==> src/rtl/mem_stage_pkg.sv <==
// mem_stage_pkg: shared definitions for the Y86 memory stage.
//   - Y86 icode constants (8-bit instruction byte)
//   - stat codes presented to writeback
//   - FSM state encoding
//   - op decode helper mapping an icode to its data-memory access
package mem_stage_pkg;

  localparam logic [7:0] I_HALT   = 8'h00;
  localparam logic [7:0] I_NOP    = 8'h01;
  localparam logic [7:0] I_RRMOVL = 8'h02;
  localparam logic [7:0] I_IRMOVL = 8'h03;
  localparam logic [7:0] I_RMMOVL = 8'h04;
  localparam logic [7:0] I_MRMOVL = 8'h05;
  localparam logic [7:0] I_OPL    = 8'h06;
  localparam logic [7:0] I_JXX    = 8'h07;
  localparam logic [7:0] I_CALL   = 8'h08;
  localparam logic [7:0] I_RET    = 8'h09;
  localparam logic [7:0] I_PUSHL  = 8'h0A;
  localparam logic [7:0] I_POPL   = 8'h0B;

  localparam logic [3:0] S_AOK = 4'd1;
  localparam logic [3:0] S_HLT = 4'd2;
  localparam logic [3:0] S_ADR = 4'd3;

  typedef enum logic [1:0] {
    ST_IDLE   = 2'd0,
    ST_ACCESS = 2'd1,
    ST_DONE   = 2'd2
  } state_t;

  typedef struct packed {
    logic is_mem;    // icode touches data memory
    logic is_write;  // store (valA is the write data)
    logic use_vala;  // address comes from valA instead of valE
  } op_t;

  // Stack pops (POPL/RET) read at the old stack pointer carried in valA;
  // every other access uses the ALU result valE as the address.
  function automatic op_t decode_op(input logic [7:0] icode);
    op_t op;
    op = '0;
    case (icode)
      I_RMMOVL, I_PUSHL, I_CALL: begin
        op.is_mem   = 1'b1;
        op.is_write = 1'b1;
      end
      I_MRMOVL: begin
        op.is_mem = 1'b1;
      end
      I_POPL, I_RET: begin
        op.is_mem   = 1'b1;
        op.use_vala = 1'b1;
      end
      default: op = '0;
    endcase
    return op;
  endfunction

endpackage

==> src/rtl/mem_stage_addr_chk.sv <==
// mem_addr_chk: combinational data-memory address check, used by mem_stage
// only when MEM_ADDR_CHECK_EN is defined.
// Ports:
//   addr     in   ADDR_W  byte address of the pending access
//   adr_err  out  1       address would run past the last full word of
//                         memory, or is not word aligned
module mem_addr_chk #(
  parameter int ADDR_W    = 32,
  parameter int MEM_BYTES = 4096
) (
  input  logic [ADDR_W-1:0] addr,
  output logic              adr_err
);

  // A 4-byte access starting at MEM_BYTES-3 or above would cross the end.
  localparam logic [ADDR_W-1:0] LIMIT = ADDR_W'(MEM_BYTES - 3);

  assign adr_err = (addr >= LIMIT) || (addr[1:0] != 2'b00);

endmodule

==> src/rtl/mem_stage.sv <==
// mem_stage: Y86 memory stage. Takes the execute bundle (icode/valA/valE),
// performs at most one data-memory read or write over a req/ack bus, and
// hands icode/valE/valM/stat to writeback through a valid/ready handshake.
// Upstream is stalled (in_ready=0) from accept until the bundle leaves.
//
// Optional build macro: MEM_ADDR_CHECK_EN -- reject out-of-range or
// misaligned addresses with stat ADR instead of issuing a bus request.
//
// Ports:
//   clk, rst                 clock, synchronous active-low reset
//   in_valid/in_ready        execute-side handshake
//   icode_i, valA_i, valE_i  execute bundle
//   mem_req/we/addr/wdata    data bus request (registered, held until ack)
//   mem_ack, mem_rdata       data bus completion and read data
//   out_valid/out_ready      writeback-side handshake
//   icode_o, valE_o, valM_o, stat_o  result bundle
//
// state  | meaning
// IDLE   | ready for a new bundle
// ACCESS | bus request outstanding, waiting for mem_ack
// DONE   | result bundle valid, waiting for out_ready
module mem_stage
  import mem_stage_pkg::*;
#(
  parameter int ADDR_W    = 32,
  parameter int MEM_BYTES = 4096
) (
  input  logic              clk,
  input  logic              rst,
  input  logic              in_valid,
  output logic              in_ready,
  input  logic [7:0]        icode_i,
  input  logic [31:0]       valA_i,
  input  logic [31:0]       valE_i,
  output logic              mem_req,
  output logic              mem_we,
  output logic [ADDR_W-1:0] mem_addr,
  output logic [31:0]       mem_wdata,
  input  logic              mem_ack,
  input  logic [31:0]       mem_rdata,
  output logic              out_valid,
  input  logic              out_ready,
  output logic [7:0]        icode_o,
  output logic [31:0]       valE_o,
  output logic [31:0]       valM_o,
  output logic [3:0]        stat_o
);

  state_t            state_q, state_d;
  logic              req_q, req_d;
  logic              we_q, we_d;
  logic [ADDR_W-1:0] addr_q, addr_d;
  logic [31:0]       wdata_q, wdata_d;
  logic [7:0]        icode_q, icode_d;
  logic [31:0]       vale_q, vale_d;
  logic [31:0]       valm_q, valm_d;
  logic [3:0]        stat_q, stat_d;

  op_t               op;
  logic [ADDR_W-1:0] sel_addr;
  logic              adr_err;

  assign op       = decode_op(icode_i);
  // Only the low ADDR_W bits reach the bus; there is no wrap handling.
  assign sel_addr = op.use_vala ? valA_i[ADDR_W-1:0] : valE_i[ADDR_W-1:0];

`ifdef MEM_ADDR_CHECK_EN
  mem_addr_chk #(
    .ADDR_W   (ADDR_W),
    .MEM_BYTES(MEM_BYTES)
  ) u_addr_chk (
    .addr   (sel_addr),
    .adr_err(adr_err)
  );
`else
  assign adr_err = 1'b0;
`endif

  always_ff @(posedge clk) begin
    if (!rst) begin
      state_q <= ST_IDLE;
      req_q   <= 1'b0;
      we_q    <= 1'b0;
      addr_q  <= '0;
      wdata_q <= '0;
      icode_q <= I_NOP;
      vale_q  <= '0;
      valm_q  <= '0;
      stat_q  <= S_AOK;
    end else begin
      state_q <= state_d;
      req_q   <= req_d;
      we_q    <= we_d;
      addr_q  <= addr_d;
      wdata_q <= wdata_d;
      icode_q <= icode_d;
      vale_q  <= vale_d;
      valm_q  <= valm_d;
      stat_q  <= stat_d;
    end
  end

  always_comb begin
    state_d = state_q;
    req_d   = req_q;
    we_d    = we_q;
    addr_d  = addr_q;
    wdata_d = wdata_q;
    icode_d = icode_q;
    vale_d  = vale_q;
    valm_d  = valm_q;
    stat_d  = stat_q;

    case (state_q)
      ST_IDLE: begin
        if (in_valid) begin
          icode_d = icode_i;
          vale_d  = valE_i;
          valm_d  = '0;
          stat_d  = (icode_i == I_HALT) ? S_HLT : S_AOK;
          if (op.is_mem && !adr_err) begin
            req_d   = 1'b1;
            we_d    = op.is_write;
            addr_d  = sel_addr;
            wdata_d = op.is_write ? valA_i : 32'h0;
            state_d = ST_ACCESS;
          end else begin
            if (op.is_mem) stat_d = S_ADR;
            state_d = ST_DONE;
          end
        end
      end
      ST_ACCESS: begin
        if (mem_ack) begin
          // Drop the whole request so the bus returns to its idle values.
          req_d   = 1'b0;
          we_d    = 1'b0;
          addr_d  = '0;
          wdata_d = '0;
          valm_d  = we_q ? 32'h0 : mem_rdata;
          state_d = ST_DONE;
        end
      end
      ST_DONE: begin
        if (out_ready) state_d = ST_IDLE;
      end
      default: begin
        state_d = ST_IDLE;
        req_d   = 1'b0;
      end
    endcase
  end

  assign in_ready  = (state_q == ST_IDLE);
  assign out_valid = (state_q == ST_DONE);
  assign mem_req   = req_q;
  assign mem_we    = we_q;
  assign mem_addr  = addr_q;
  assign mem_wdata = wdata_q;
  assign icode_o   = icode_q;
  assign valE_o    = vale_q;
  assign valM_o    = valm_q;
  assign stat_o    = stat_q;

endmodule

==> config.mk <==
export PLATFORM = sky130hd
export DESIGN_NAME = mem_stage
export DESIGN_NICKNAME = d
export VERILOG_FILES = /design/src/rtl/mem_stage_pkg.sv /design/src/rtl/mem_stage_addr_chk.sv /design/src/rtl/mem_stage.sv
export SDC_FILE = /design/constraint.sdc
export NUM_CORES = 1
export LEC_CHECK = 0
export BUFFER_PORTS_ARGS = -buffer_cell sky130_fd_sc_hd__buf_2
export CORE_MARGIN = 2
export CORE_UTILIZATION = 40
export CTS_CLUSTER_DIAMETER = 30
export CTS_CLUSTER_SIZE = 12
export DETAILED_ROUTE_END_ITERATION = 6
export GPL_ROUTABILITY_DRIVEN = 0
export PLACE_DENSITY = 0.72
export SYNTH_ARGS = -nofsm -noshare
export SYNTH_HDL_FRONTEND = slang
export SYNTH_HIERARCHICAL = 1
export SYNTH_SLANG_ARGS = --single-unit
==> constraint.sdc <==
create_clock -name clk -period 1.9 [get_ports clk]
set_input_delay 0.19 -clock clk [delete_from_list [all_inputs] [get_ports clk]]
set_output_delay 0.19 -clock clk [all_outputs]
set_load 0.005 [all_outputs]
==> results of run 1 <==
==> layout make-up <==
| class | instances | area (sq um) |
|---|---|---|
| sequential | 142 | 2840 |
| clock inverter | 11 | 114 |
| timing repair buffer | 272 | 1520 |
| fill | 1316 | 6520 |
| tap | 184 | 230 |
| clock buffer | 21 | 470 |
| multi-input combinational | 449 | 2720 |
==> how the worst max path moves through the flow <==
stage               slack, ns               startpoint  cells past startpoint                         end
finish                   0.23  state_q[0]$_SDFFE_PN0P_                      5  mem_wdata[12]$_SDFFE_PN0P_
global placement         0.02               icode_i[7]                      6   mem_addr[11]$_SDFFE_PN0P_
floorplan                0.09               icode_i[7]                      6   mem_addr[10]$_SDFFE_PN0P_
global route             0.15  state_q[1]$_SDFFE_PN0P_                      6      valE_o[3]$_SDFFE_PN0P_
detailed placement      -0.03               icode_i[7]                      6   mem_addr[11]$_SDFFE_PN0P_
CTS                      0.21  state_q[0]$_SDFFE_PN0P_                      5  mem_wdata[12]$_SDFFE_PN0P_
==> routing by layer <==
layer	global-route usage (%)	wire, um	part of all wire, %	up-vias
li1	-	-	-	2687
met1	27.6	7490	43	2515
met2	35.3	8070	47	224
met3	7.60	1520	8.8	17
met4	7.25	257	1.5	0
met5	0	0	0	-
==> cells by family (layout without fill, tap and decap cells) <==
family,Yosys count,after routing
AOI/OAI and AO/OA,142,142
buffers and inverters,60,304
DFF,142,142
muxes,37,37
other,1,2
and+or+nand+nor,268,268
==> per-stage QoR <==
stage | hold WS (ns) | util (%)
after global placement | 0.440 | 50.7
after detailed placement | 0.444 | 50.7
after floorplan | 0.314 | -
final | 0.0210 | 54.8
after global routing | 0.0277 | 54.8
after CTS | 0.0110 | 54.8
==> cell usage in the layout (no fill, tap or decap), drive strengths merged <==
cell / count
buf: 272
nand2: 183
dfxtp: 142
a21boi: 71
mux2i: 37
nand3: 35
o21ai: 32
o22ai: 32
nand4: 28
clkbuf: 21
clkinv: 6
nor2: 6
nor2b: 5
nand2b: 3
a21oi: 3
conb: 2
bufinv: 2
clkinvlp: 2
or4: 2
and2: 2
nor3: 2
or3b: 1
o31a: 1
or2: 1
a22oi: 1
a2111oi: 1
o21a: 1
inv: 1
==> critical path, delay by kind of cell, from the launching register on <==
family / cells / cell delay, ns
AOI/OAI and AO/OA: 1 / 0.11
buffers and inverters: 1 / 0.36
DFF: 1 / 0.30
and+or+nand+nor: 3 / 0.81
==> flip-flops by register name, summed over array words and instances, names as in the netlist <==
name,flops
mem_wdata,32
stat_o,2
valE_o,32
valM_o,32
mem_addr,32
mem_req,1
mem_we,1
state_q,2
icode_o,8
==> power breakdown <==
part / switching [mW] / leakage, nW / internal, mW / total [mW]
clock network: 1.27 / 0.289 / 2.03 / 3.30
logic: 0.361 / 1.99 / 0.247 / 0.609
registers: 0.0278 / 1.15 / 3.04 / 3.07
total: 1.66 / 3.43 / 5.31 / 6.97
==> results.md, run 1 <==
- In the final design database the tool counted 991 nets.
- The min-delay analysis places its worst path in the category input port to flip-flop.
- The critical path startpoint category is a flip-flop.
- The worst setup path is of the flip-flop to flip-flop kind.
- The post-synthesis async set-or-reset flop share is 0%.
- The synthesized design devotes to its leading area cell type 48.6% of total area.
- The static power due to leakage is 3.43 nW.
- Global routing finished with a remaining overflow of 0.
- The number of gates resized after CTS was 0.
- The length in cells of the worst reg-to-reg path is 5.
- For this run, the slowest stage of the critical path takes 0.52 ns.
- The TritonCTS clock tree is yes.
- The most frequently used flop master after synthesis is sky130_fd_sc_hd__dfxtp_1.
- The number of violations reported at the end of detailed-routing iteration 0 is 295.
- The clock root buffer is sky130_fd_sc_hd__clkbuf_16.
- The clock slew seen by the registers of the worst setup and hold paths is 0.06 ns.
- The startpoint identified for the worst hold timing path is valA_i[25].
- The vias after detailed routing is 5443.
- The first-pass iteration count of the detailed router is 4.
- The width of the die is 125 um.
- The final-layout setup total negative slack is 0 ns.
- The initial core utilization is 40.5%.
- CTS saw 142 sinks.
- The number of setup violations in the final report is 0.
- Yosys mapped a number of flops with a built-in enable equal to 0.
- The routed design could run at a clock period as short as 1.67 ns.
- The setup slack on the worst flop-to-flop path is 0.23 ns.
- Setup repair after global routing left no endpoint under its margin.
- Along the worst path, the maximum fanout reaches 18.
- At the pin with the least slew margin, the transition time is 0.639 ns.
- The number of cells after detailed placement is 1047.
- Of the synthesized area, sequential elements account for 48.6%.
- The xor and xnor fraction of the mapped netlist area is 0%.
- The number of antenna diodes in the final layout is 0.
- In the finished design, the share of the clock period the worst path needs comes to 88.0%.
- The adder-cell area share of the yosys netlist is 0%.
- The post-CTS setup-driven buffer insertion count is 0.
- The fraction of the mapped netlist area in simple logic gates is 20.1%.
- Once detail routing completed, the nets flagged for antenna violations numbered 0.
- The data arrival at the endpoint of the critical path is 2.01 ns.
- Ranked by instance count, the synthesized netlist is headed by sky130_fd_sc_hd__nand2_1 (183), sky130_fd_sc_hd__dfxtp_1 (142), sky130_fd_sc_hd__a21boi_0 (71).
- The destination of the worst register-to-register timing path is mem_wdata[12]$_SDFFE_PN0P_.
- The most common cell in the synthesized netlist is sky130_fd_sc_hd__nand2_1.
- For hold timing, the worst endpoint is mem_wdata[25]$_SDFFE_PN0P_.
- The proportion of synthesized area in mux cells is 6.33%.
- In this run the power density over the cells is 883 nW/um^2.
- The number of antenna violations at the first check in global routing is 0.
- Pin placement for this block handled 253 I/O pins.
- The number of buffers inserted for hold repair after clock tree synthesis is 0.
- The final-report max-slew violation count came to 0.
- The remaining routing DRC violations is 0.
- The core region is 14400 sq um.
- The required arrival time at the worst endpoint is 2.23 ns.
- The die covers 15600 sq um.
- The number of buffers created by CTS is 17.
- After floorplanning, the core was divided into 44 placement rows.
- The synthesized netlist devotes 19.6% of its cell area to compound gates.
- Across the routed clock network, the largest skew measured is 0.00506 ns.
- No sink is reached through more buffers than the 2 on the longest clock path.
- Relative to the synthesized area, the layout overhead comes to 35.1%.
- The warning count from the yosys run is 6.
- The synthesized design spends more area on one cell type than any other, namely sky130_fd_sc_hd__dfxtp_1.
- The later-pin clock latency in the skew report is 0.41 ns.
- Entering global routing, the biggest net connects 144 pins.
- The max-capacitance violation count is 0.
- The design draws 6.97 mW.
- The number of different library cells used by synthesis comes to 31.
- The H-tree was split into 4 levels.
- The largest individual stage delay along the critical path comes from the cell sky130_fd_sc_hd__nor2_2.
- The total of flip-flops plus latches after synthesis is 142.
- The startpoint of the worst register-to-register path is state_q[0]$_SDFFE_PN0P_.
- Port buffering added 250 buffers.
- The mapped cell area is 5850 sq um.
- Walking the worst path, the cells encountered are nor2b_1 > nor2_2 > buf_4 > nand4_1 > o21ai_0.
- The vertical die dimension is 125 um.
- Summing all placed instances gives a cell area of 7320 sq um.
- The flow ran to the end, and the final reports show no timing, DRC or antenna violations.
- The placed wire-length estimate after detailed placement is 11.8 mm.
- Across every metal layer, demand over resource in global routing totals 21.9%.
- The post-route cell area is 7900 sq um.
- By area, the combinational part of the netlist is dominated by simple AND/OR/NAND/NOR gates.
- For this run, the top clock speed supported by timing is 598 MHz.
- After layout, the worst setup slack is 0.227 ns.
- The number of global-route vias before repair is 5366.
- The average instance in the mapped netlist occupies 9.00 sq um.
- The share of post-route cells with drive strength above 1 is 38.5%.
- The total routed wirelength is 17.3 mm.
- The non-filler instance count after layout is 1079.
- By area the synthesized netlist is led by sky130_fd_sc_hd__dfxtp_1 (49%), sky130_fd_sc_hd__nand2_1 (12%), sky130_fd_sc_hd__a21boi_0 (9.1%), sky130_fd_sc_hd__o22ai_2 (6.4%), sky130_fd_sc_hd__mux2i_1 (6.3%).
- The hold path depth is 3.
- The worst pin sits at a relative slew slack of 57.3%.
- The number of hold violations in the final report is 0.
- The critical path capture point type is a flip-flop.
- The first global-routing pass estimated 27.6 mm of wire.
- Using the TritonRoute via totals, the vias-per-cell ratio works out to 5.04.
- The worst-case vdd ir drop is 0.000595 V.
- The mean routed wirelength per cell is 16.1 um.
- The post-place setup slack is -0.0318 ns.
- The post-synthesis instance total is 650.
Power figures use the tool's default switching activity.
==> run 2: changes to the inputs <==
--- a/config.mk
+++ b/config.mk
@@ -5,14 +5,13 @@
 export SDC_FILE = /design/constraint.sdc
 export NUM_CORES = 1
 export LEC_CHECK = 0
-export BUFFER_PORTS_ARGS = -buffer_cell sky130_fd_sc_hd__buf_2
 export CORE_MARGIN = 2
 export CORE_UTILIZATION = 40
 export CTS_CLUSTER_DIAMETER = 30
 export CTS_CLUSTER_SIZE = 12
 export DETAILED_ROUTE_END_ITERATION = 6
+export DONT_BUFFER_PORTS = 1
 export GPL_ROUTABILITY_DRIVEN = 0
-export PLACE_DENSITY = 0.72
 export SYNTH_ARGS = -nofsm -noshare
 export SYNTH_HDL_FRONTEND = slang
 export SYNTH_HIERARCHICAL = 1
==> run 2 against run 1 <==
Net effect: non-clock buffer count shrank 118; design area grew 1.0%; first-iteration DRC count grew 11%; via count shrank 2.1%; highest routed layer unchanged; sequential power is essentially flat.
==> results.md, run 2 (synthesis results as in run 1) <==
- After clock tree synthesis, the setup repair step added 0 buffers.
- The number of setup violations in the final report is 0.
- The number of antenna violations at the first check in global routing is 0.
- After detailed routing, the number of remaining DRC violations is 0.
- The static power due to leakage is 2.70 nW.
- The post-layout net count is 873.
- After global routing, the most crowded layer is met2.
- The most critical setup path has its endpoint at state_q[1]$_SDFFE_PN0P_.
- The count of H-tree levels built during CTS is 4.
- Once detailed placement completed, the half-perimeter wirelength came to 11.3 mm.
- Pin placement for this block handled 253 I/O pins.
- The number of global-route vias before repair came to 5537.
- In this run the clock root is driven by a sky130_fd_sc_hd__clkbuf_16.
- The post-route clock period utilization is 89.8%.
- The final-layout setup total negative slack is 0 ns.
- The critical path startpoint category is a flip-flop.
- The largest fanout of any net on the critical path is 7.
- Input and output buffers added on the ports amount to 0.
- The worst hold path was traced through 2 stages.
- Counting the buffers created by CTS gives 17.
- In the layout the commonest cells are sky130_fd_sc_hd__nand2_1 (182), sky130_fd_sc_hd__dfxtp_1 (140), sky130_fd_sc_hd__dlygate4sd3_1 (135).
- After the first detailed-routing iteration, the DRC count stood at 326.
- Setup repair after global routing left no endpoint under its margin.
- The design draws 7.05 mW.
- The critical path is of the flip-flop to flip-flop type.
- The number of fill cells is 1225.
- The final-report max-slew violation count is 0.
- The total power divided by cell area is 883 nW/um^2.
- In this run the critical register-to-register path is captured at state_q[1]$_SDFFE_PN0P_.
- The required arrival time at the worst endpoint is 2.19 ns.
- TritonCTS built the clock tree.
- The run finished with clean final reports.
- The number of antenna repair diodes is 0.
- From synthesis to final layout, the design area changed by 36.5%.
- The first global-routing pass estimated 29.6 mm of wire.
- The data arrival at the endpoint of the critical path is 2.00 ns.
- The timing-limited maximum frequency is 586 MHz.
- The mean routed wirelength per cell is 19.7 um.
- The met3 usage in global routing is 8.85%.
- The launching instance or port of the critical path is state_q[0]$_SDFFE_PN0P_.
- Between clock sinks in the finished design, the worst skew comes to 0.00716 ns.
- The first TritonRoute pass finished after 5 iterations.
- The vias after detailed routing is 5329.
- Counting cells, the worst reg-to-reg path comes to 5.
- In this run the critical register-to-register path is launched from state_q[0]$_SDFFE_PN0P_.
- Subtracting the final worst setup slack from the clock period gives 1.71 ns.
- The worst setup path is captured at a flip-flop.
- The longest clock path from root to sink contains 2 buffers.
- For the worst-skew pair, the clock arrives at the later sink with an insertion delay of 0.42 ns.
- The worst hold path class is input port to flip-flop.
- The die is 125 um wide.
- The detail route stage leaves a number of antenna-violating nets equal to 0.
- After floorplanning, the core was divided into 44 placement rows.
- The clock drives 142 sinks.
- The met2 track demand over resource is 40.0%.
- After global routing the overflow that remains totals 0.
- The worst-case vdd ir drop is 0.000607 V.
- The die covers 15600 sq um.
- Dividing the detail-routed via count by the number of cells gives 5.55.
- Clock-pin slew was measured on the worst setup and hold paths at 0.06 ns.
- The share of post-route cells with drive strength above 1 is 12.2%.
- From bottom edge to top edge, the die measures 125 um.
- The post-detailed-placement cell area is 5990 sq um.
- The post-route cell area is 7980 sq um.
- The overall global routing resource usage is 23.8%.
- The number of hold violations in the final report is 0.
- After detailed placement, the design holds a cell count of 793.
- The pin count of the biggest net entering global routing is 112.
- For met1 alone, demand over resource in global routing was 27.1%.
- The placeable core region is 14400 sq um.
- For this block, the routed nets add up to 19.0 mm of wire.
- The non-filler instance count after layout is 960.
- Leaving out fill and tap cells, the most frequent cell in the layout is sky130_fd_sc_hd__nand2_1.
- In this run the register-to-register setup slack is 0.19 ns.
- The max-capacitance violation count is 0.
- The initial core utilization is 40.5%.
[run 2: cell types whose count changed in the layout (fill, tap and decap cells not counted), sizes merged]
cell | before | now
clkbuf | 21 | 22
dlygate4sd3 | 0 | 135
buf | 272 | 19
clkinv | 6 | 4
[run 2: per-stage QoR]
step / util [%] / worst slack (ns) / hold WS, ns
detailed placement: 41.6 / 0.0241 / 0.289
finish: 55.3 / 0.193 / 0.0535
floorplan: - / 0.0875 / 0.314
CTS: 55.3 / 0.0655 / 0.0257
global route: 55.3 / 0.0333 / 0.0237
global placement: 41.6 / 0.0882 / 0.286
[run 2: where the power goes]
group          internal (mW)  switching, mW  total, mW
registers               3.04         0.0521       3.09
logic                  0.280          0.322      0.602
clock network           2.10           1.25       3.35
[run 2: how the worst min path moves through the flow]
stage                from  slack, ns                         to
6_report       icode_i[7]       0.05    icode_o[7]$_SDFFE_PN0P_
3_3_place_gp          rst       0.29    icode_o[0]$_SDFFE_PN1P_
2_1_floorplan  icode_i[0]       0.31    icode_o[0]$_SDFFE_PN1P_
4_1_cts        valE_i[22]       0.03  mem_addr[22]$_SDFFE_PN0P_
5_1_grt        icode_i[7]       0.02    icode_o[7]$_SDFFE_PN0P_
3_5_place_dp          rst       0.29    icode_o[0]$_SDFFE_PN1P_
[run 2: what timing repair did]
item                       4_1_cts  5_1_grt
gates resized for setup          0        3
hold endpoints to repair       142        0
setup endpoints to repair        0        2
hold buffers                   136        0
[run 2: metal layers]
| layer | routed length [um] | part of all wire [%] | up-vias |
|---|---|---|---|
| met5 | 0 | 0 | - |
| met4 | 614 | 3.2 | 0 |
| met3 | 1850 | 9.8 | 54 |
| met2 | 8960 | 47 | 294 |
| met1 | 7530 | 40 | 2525 |
| li1 | - | - | 2456 |
[run 2: layout make-up]
type	instances	area, sq um	area share [%]
timing repair buffer	154	1580	19.8
tap	184	230	2.88
multi-input combinational	449	2730	34.2
sequential	142	2850	35.6
clock buffer	22	494	6.19
clock inverter	9	108	1.35
[run 2: worst max-delay path: stages, from the launching register on]
cell	delay, ns
sky130_fd_sc_hd__dfxtp_2	0.41
sky130_fd_sc_hd__mux2i_2	0.31
sky130_fd_sc_hd__nor2_4	0.11
sky130_fd_sc_hd__o21ai_0	0.15
sky130_fd_sc_hd__dlygate4sd3_1	0.56
sky130_fd_sc_hd__a21oi_1	0.04
